### src/rtl/clk_div_prog_if.sv
// Control/status bundle for the programmable clock divider: run enable,
// divisor load handshake, and the divided-clock outputs.
interface clk_div_prog_if #(
   parameter int DIV_W = 8
);
   logic             en;
   logic [DIV_W-1:0] div_val;
   logic             div_load;
   logic             div_ack;
   logic             div_err;
   logic             busy;
   logic             out_clk;
   logic             tick;

   modport master (
      output en, div_val, div_load,
      input  div_ack, div_err, busy, out_clk, tick
   );

   modport slave (
      input  en, div_val, div_load,
      output div_ack, div_err, busy, out_clk, tick
   );
endinterface

### src/rtl/clk_div_prog.sv
// Programmable integer clock divider: glitch-free divided clock with a tick per
// period; new divisors are staged and only applied at a period boundary.
module clk_div_prog #(
   parameter int DIV_W     = 8,
   parameter int DIV_RESET = 4
) (
   input logic           clk,
   input logic           reset,
   clk_div_prog_if.slave bus
);

   if (DIV_RESET < 2 || DIV_RESET > (2 ** DIV_W) - 1) begin : g_bad_div_reset
      $error("clk_div_prog: DIV_RESET must lie in 2..2**DIV_W-1");
   end

   localparam logic [DIV_W-1:0] RST_DIV = DIV_W'(DIV_RESET);

   logic [DIV_W-1:0] cur_div;
   logic [DIV_W-1:0] pend_div;
   logic [DIV_W-1:0] cnt;
   logic             pend_valid;
   logic             out_clk_q;
   logic             tick_q;
   logic             ack_q;
   logic             err_q;

   logic [DIV_W-1:0] hi;
   logic             at_wrap;
   logic             apply;
   logic             load_ok;

   always_comb begin
      hi      = cur_div - (cur_div >> 1);
      at_wrap = (cnt == cur_div - DIV_W'(1));
      // A pending divisor goes live at the end of a period, or at once while idle.
      apply   = pend_valid && (!bus.en || at_wrap);
      load_ok = bus.div_load && (bus.div_val >= DIV_W'(2));
   end

   // NOTE: async reset clears every register here; pend_div is cleared too so
   // no stale divisor can survive a reset even though pend_valid guards it.
   always_ff @(posedge clk or posedge reset) begin
      if (reset) begin
         cur_div    <= RST_DIV;
         pend_div   <= '0;
         pend_valid <= 1'b0;
         cnt        <= '0;
         out_clk_q  <= 1'b0;
         tick_q     <= 1'b0;
         ack_q      <= 1'b0;
         err_q      <= 1'b0;
      end else begin
         ack_q <= apply;
         err_q <= bus.div_load && !load_ok;

         if (bus.en) begin
            out_clk_q <= (cnt < hi);
            tick_q    <= (cnt == '0);
            cnt       <= at_wrap ? '0 : cnt + DIV_W'(1);
         end else begin
            out_clk_q <= 1'b0;
            tick_q    <= 1'b0;
            cnt       <= '0;
         end

         // NOTE: non-blocking updates mean the apply below reads the old
         // pend_div, while a same-edge load overwrites it and keeps it pending.
         if (apply) begin
            cur_div    <= pend_div;
            pend_valid <= 1'b0;
         end
         if (load_ok) begin
            pend_div   <= bus.div_val;
            pend_valid <= 1'b1;
         end
      end
   end

   assign bus.out_clk = out_clk_q;
   assign bus.tick    = tick_q;
   assign bus.div_ack = ack_q;
   assign bus.div_err = err_q;
   assign bus.busy    = pend_valid;

endmodule

### src/flat_wrapper.sv
// flat-port wrapper written by rule: the top's interface ports become plain ports
module clk_div_prog_flat 
#(
   parameter int DIV_W     = 8,
   parameter int DIV_RESET = 4
)
  (clk, reset, bus_en, bus_div_val, bus_div_load, bus_div_ack, bus_div_err, bus_busy, bus_out_clk, bus_tick);
  clk_div_prog_if #(.DIV_W(DIV_W)) bus_i ();
  input logic clk;
  input logic reset;
  input wire logic [$bits(bus_i.en)-1:0] bus_en;
  input wire logic [$bits(bus_i.div_val)-1:0] bus_div_val;
  input wire logic [$bits(bus_i.div_load)-1:0] bus_div_load;
  output wire logic [$bits(bus_i.div_ack)-1:0] bus_div_ack;
  output wire logic [$bits(bus_i.div_err)-1:0] bus_div_err;
  output wire logic [$bits(bus_i.busy)-1:0] bus_busy;
  output wire logic [$bits(bus_i.out_clk)-1:0] bus_out_clk;
  output wire logic [$bits(bus_i.tick)-1:0] bus_tick;
  assign bus_i.en = bus_en;
  assign bus_i.div_val = bus_div_val;
  assign bus_i.div_load = bus_div_load;
  assign bus_div_ack = bus_i.div_ack;
  assign bus_div_err = bus_i.div_err;
  assign bus_busy = bus_i.busy;
  assign bus_out_clk = bus_i.out_clk;
  assign bus_tick = bus_i.tick;
  clk_div_prog #(.DIV_W(DIV_W), .DIV_RESET(DIV_RESET)) u_core (.clk(clk), .reset(reset), .bus(bus_i));
endmodule
### config.mk
export PLATFORM = sky130hd
export DESIGN_NAME = clk_div_prog_flat
export DESIGN_NICKNAME = d
export VERILOG_FILES = /design/src/rtl/clk_div_prog_if.sv /design/src/rtl/clk_div_prog.sv /design/src/flat_wrapper.sv
export SDC_FILE = /design/constraint.sdc
export NUM_CORES = 1
export LEC_CHECK = 0
export CAP_MARGIN = 5
export CORE_ASPECT_RATIO = 0.7
export CORE_MARGIN = 10
export CORE_UTILIZATION = 56
export CTS_BUF_LIST = sky130_fd_sc_hd__clkbuf_8
export CTS_CLUSTER_SIZE = 24
export DETAILED_ROUTE_END_ITERATION = 7
export PLACE_DENSITY = 0.78
export SLEW_MARGIN = 25
export SYNTH_ARGS = -nofsm -noshare
export SYNTH_HDL_FRONTEND = slang
export SYNTH_SLANG_ARGS = --single-unit
### constraint.sdc
create_clock -name clk -period 3.6 [get_ports clk]
set_input_delay 1.08 -clock clk [delete_from_list [all_inputs] [get_ports clk]]
set_output_delay 1.08 -clock clk [all_outputs]
set_load 0.01 [all_outputs]
==> impl_summary.log <==
[metrics] Cell Area, Synth: 1900 um2
[metrics] worst vdd rail ir drop: 349 uV
[metrics] Syn Inst Count: 184
[metrics] post-route fraction of the period consumed by the critical path: 0.816
[metrics] CP Data Arrival Time: 3.11 ns
[metrics] clock latency on the worst-skew pair: 0.28 ns
[metrics] dominant combinational cell family by area after synthesis: adder cells
[metrics] final count of negative-setup-slack endpoints: 0
[metrics] violation count after the first detailed-routing iteration: 58
[metrics] type of the worst min-delay path: flop to flop
[metrics] fraction of final layout cells sized beyond drive strength 1: 0.111
[metrics] clock tree skew after final layout: 0.00125 ns
[metrics] leading post-synthesis cells by cell area: dfrtp_1 37%, ha_1 16%, xnor2_1 6.9%, mux2_4 6.3%, nand2_1 4.9%
[metrics] slowest stage cell, crit path: or4_1
[metrics] worst slew slack as a fraction of its limit: 0.721
[metrics] starting density of the core: 0.595
[metrics] register area: 727 um2
[metrics] setup repair after global routing missed its margin: no
[metrics] areal power density over the cells: 535 nW/um2
[metrics] post-synthesis to final-layout area growth: 16.3%
[metrics] number of global-route vias before repair: 1300
[metrics] final core occ: 0.691
[metrics] Routability Congestion: 0.822
[metrics] area of the multi-input gates: 1080 um2
[metrics] TritonCTS clock tree: built
[metrics] biggest cell delay along the critical path: 0.53 ns
[metrics] max-slew violations: 0
[metrics] synthesized-area fraction occupied by ao, oa, aoi and oai cells: 0.0653
[metrics] pin count of the biggest net entering global routing: 30
[metrics] number of enable flip-flop cells after synthesis: 0
[metrics] total DRC errors in the routed layout: 0
[metrics] number of CTS-inserted buffers: 5
[metrics] Yosys top cell area share: 0.369
[metrics] cell-by-cell trace of the critical path: clkdlybuf4s50_1 > or4_1 > or4_1 > nand2_1 > mux2_2
[metrics] average via count per standard cell: 5.27
[metrics] final antenna diode count: 0
[metrics] Die Wd: 89.6 um
[metrics] number of buffer and inverter stages on the critical path: 1
[metrics] multiplexer share of the synthesized area: 0.0752
[metrics] final worst hold slack: 0.483 ns
[metrics] CP dominant cell by count: or4_1
[metrics] Adder-Cell Fraction of Synth Area: 0.169
[metrics] clock net sink count: 29
[metrics] leftover overflow at the end of global routing: 0
[metrics] critical path capture point type: flop
[metrics] fraction of the yosys area taken by sequential cells: 0.383
[metrics] global router's overall resource usage: 0.131
[metrics] most area-hungry cell type in the Yosys netlist: dfrtp_1
[metrics] flop and latch count out of synthesis: 29
[metrics] Slew @ Worst Pin: 0.414 ns
[metrics] hold buffer count at CTS: 0
[metrics] total of warnings raised by yosys: 0
[metrics] number of gates resized after cts: 0
[metrics] Die Footprint: 6150 um2
[metrics] num rows: 17
[metrics] XOR/XNOR Fraction of Synth Area: 0.115
[metrics] number of hold violations in the final report: 0
[metrics] Static Leak: 1.12 nW
[metrics] ports placed on the boundary: 17
[metrics] proportion of register bits with asynchronous set or reset after synthesis: 1.00
[metrics] Port Buffers: 16
[metrics] # H-tree levels: 2
[metrics] most used standard cells in the synthesized netlist: 28 x dfrtp_1, 25 x nand2_1, 24 x ha_1, 19 x inv_1, 15 x xnor2_1
[metrics] detailed-route via count: 1297
[metrics] max-cap viol count: 0
[metrics] fillcell total: 245
[metrics] Fmax: 340 MHz
[metrics] Max FO, Critical Path: 9
[metrics] initial antenna violation count: 0
[metrics] wire per inst: 15.1 um
[metrics] buffer count from post-CTS setup fixing: 0
[metrics] Critical Setup Path Class: input port to flop
[metrics] distinct cell type count after synthesis: 35
[metrics] most frequently used flop master after synthesis: dfrtp_1
[metrics] post-synthesis net count: 221
[metrics] result of the run: finished, final reports clean
[metrics] detailed-route wire length: 3720 um
[metrics] root buffer cell: clkbuf_8
[metrics] required time at the worst-slack endpoint: 3.77 ns
[metrics] DIE HEIGHT: 68.7 um
[metrics] largest buffer count on any clock path: 2
[metrics] total half-perimeter wirelength after legalization and detailed placement: 2850 um
[metrics] simple logic cell fraction of the synthesized area: 0.146
[metrics] Initial DRT Pass Iterations: 4
[metrics] global-route wire length before repair: 6090 um
[metrics] family of cells with the greatest summed delay on the critical path: simple AND/OR/NAND/NOR gates
[metrics] Core Area: 3190 um2
[metrics] clock-pin transition on the worst setup and hold timing paths: 0.06 ns
[metrics] post-layout net count: 244
[metrics] minimum period implied by the final worst setup slack: 2.94 ns
[metrics] count leader, synth: dfrtp_1
[metrics] CP startpoint kind: input port
[metrics] Final TNS setup: 0 ns
[metrics] synthesized area divided by synthesized cell count: 10.3 um2
[metrics] Final ANT Viol Nets: 0
==> stage by stage <==
| stage | total power [mW] | cells | setup WS, ns | cell area, um2 |
|---|---|---|---|---|
| global route | 1.28 | 246 | 0.530 | 2210 |
| floorplan | 0.762 | 184 | 0.926 | 1900 |
| finish | 1.18 | 246 | 0.662 | 2210 |
| detailed placement | 0.883 | 238 | 0.373 | 2100 |
| CTS | 1.19 | 246 | 0.664 | 2210 |
| global placement | 0.856 | 238 | 0.432 | 2100 |
==> routing by layer <==
metal / track usage / wire length (um) / up-vias
met2: 0.208 / 1700 / 11
met3: 0.0457 / 142 / 5
met4: 0.0474 / 46 / 0
li1: - / - / 649
met5: 0 / 0 / -
met1: 0.162 / 1830 / 632
==> state kept, by name, summed over array words and instances (netlist names) <==
signal	cells
u_core.cur_div	8
u_core.bus.tick	1
u_core.bus.div_ack	1
u_core.bus.out_clk	1
u_core.bus.div_err	1
u_core.cnt	8
u_core.bus.busy	1
u_core.pend_div	8
==> report_power, final <==
part	internal, mW	switching, mW
sequential	0.367	0.0436
combinational	0.234	0.236
clock	0.173	0.128
total	0.773	0.408
==> worst reg2reg max path, stage by stage, from the launching register on <==
cell and delay, ns:
dfstp_2 0.57, inv_1 0.10, ha_1 0.29, o21ba_2 0.19, o21ai_0 0.35, a221oi_1 0.20, o21bai_1 0.18, a21oi_1 0.10
xnor2_1 0.13, ha_1 0.27, inv_1 0.03, o21ai_0 0.18, nand2_1 0.09
==> worst paths after layout <==
kind,slack [ns],cells after the start,start,endpoint
max,0.66,5,bus_div_val[5],u_core.pend_div[0]
min,0.48,2,u_core.pend_div[3],u_core.pend_div[3]
max reg2reg,0.80,12,u_core.cur_div[2],u_core.bus.out_clk
min reg2reg,0.48,2,u_core.pend_div[3],u_core.pend_div[3]
max in group asynchronous,2.12,3,reset,u_core.cur_div[2]
min in group asynchronous,1.17,3,reset,u_core.cnt[7]
==> cell families after synthesis <==
| family | after synthesis |
|---|---|
| fa+ha+maj | 25 |
| xor+xnor | 25 |
| flops | 29 |
| mux | 10 |
| simple gates | 56 |
| buf+inv | 21 |
| compound gates | 18 |
==> cells in the final DEF, fill, tap and decap left out, drive strengths merged, types with 4 or more instances in the layout <==
cell type and count:
dfrtp 28, nand2 25, ha 24, inv 19
clkdlybuf4s50 16, xnor2 15, xor2 10, mux2 10
and2 7, nor2 7, clkbuf 7, o21ai 4
==> cell type report <==
cell class                 instances  share of cell area
clock buffer                       7              0.0437
clock inverter                     1             0.00227
inverter                          19              0.0323
multi-input combinational        134               0.491
sequential                        29               0.330
tap                               38              0.0216
timing repair buffer              18              0.0794
No activity file was read; power rests on OpenSTA's default activity.
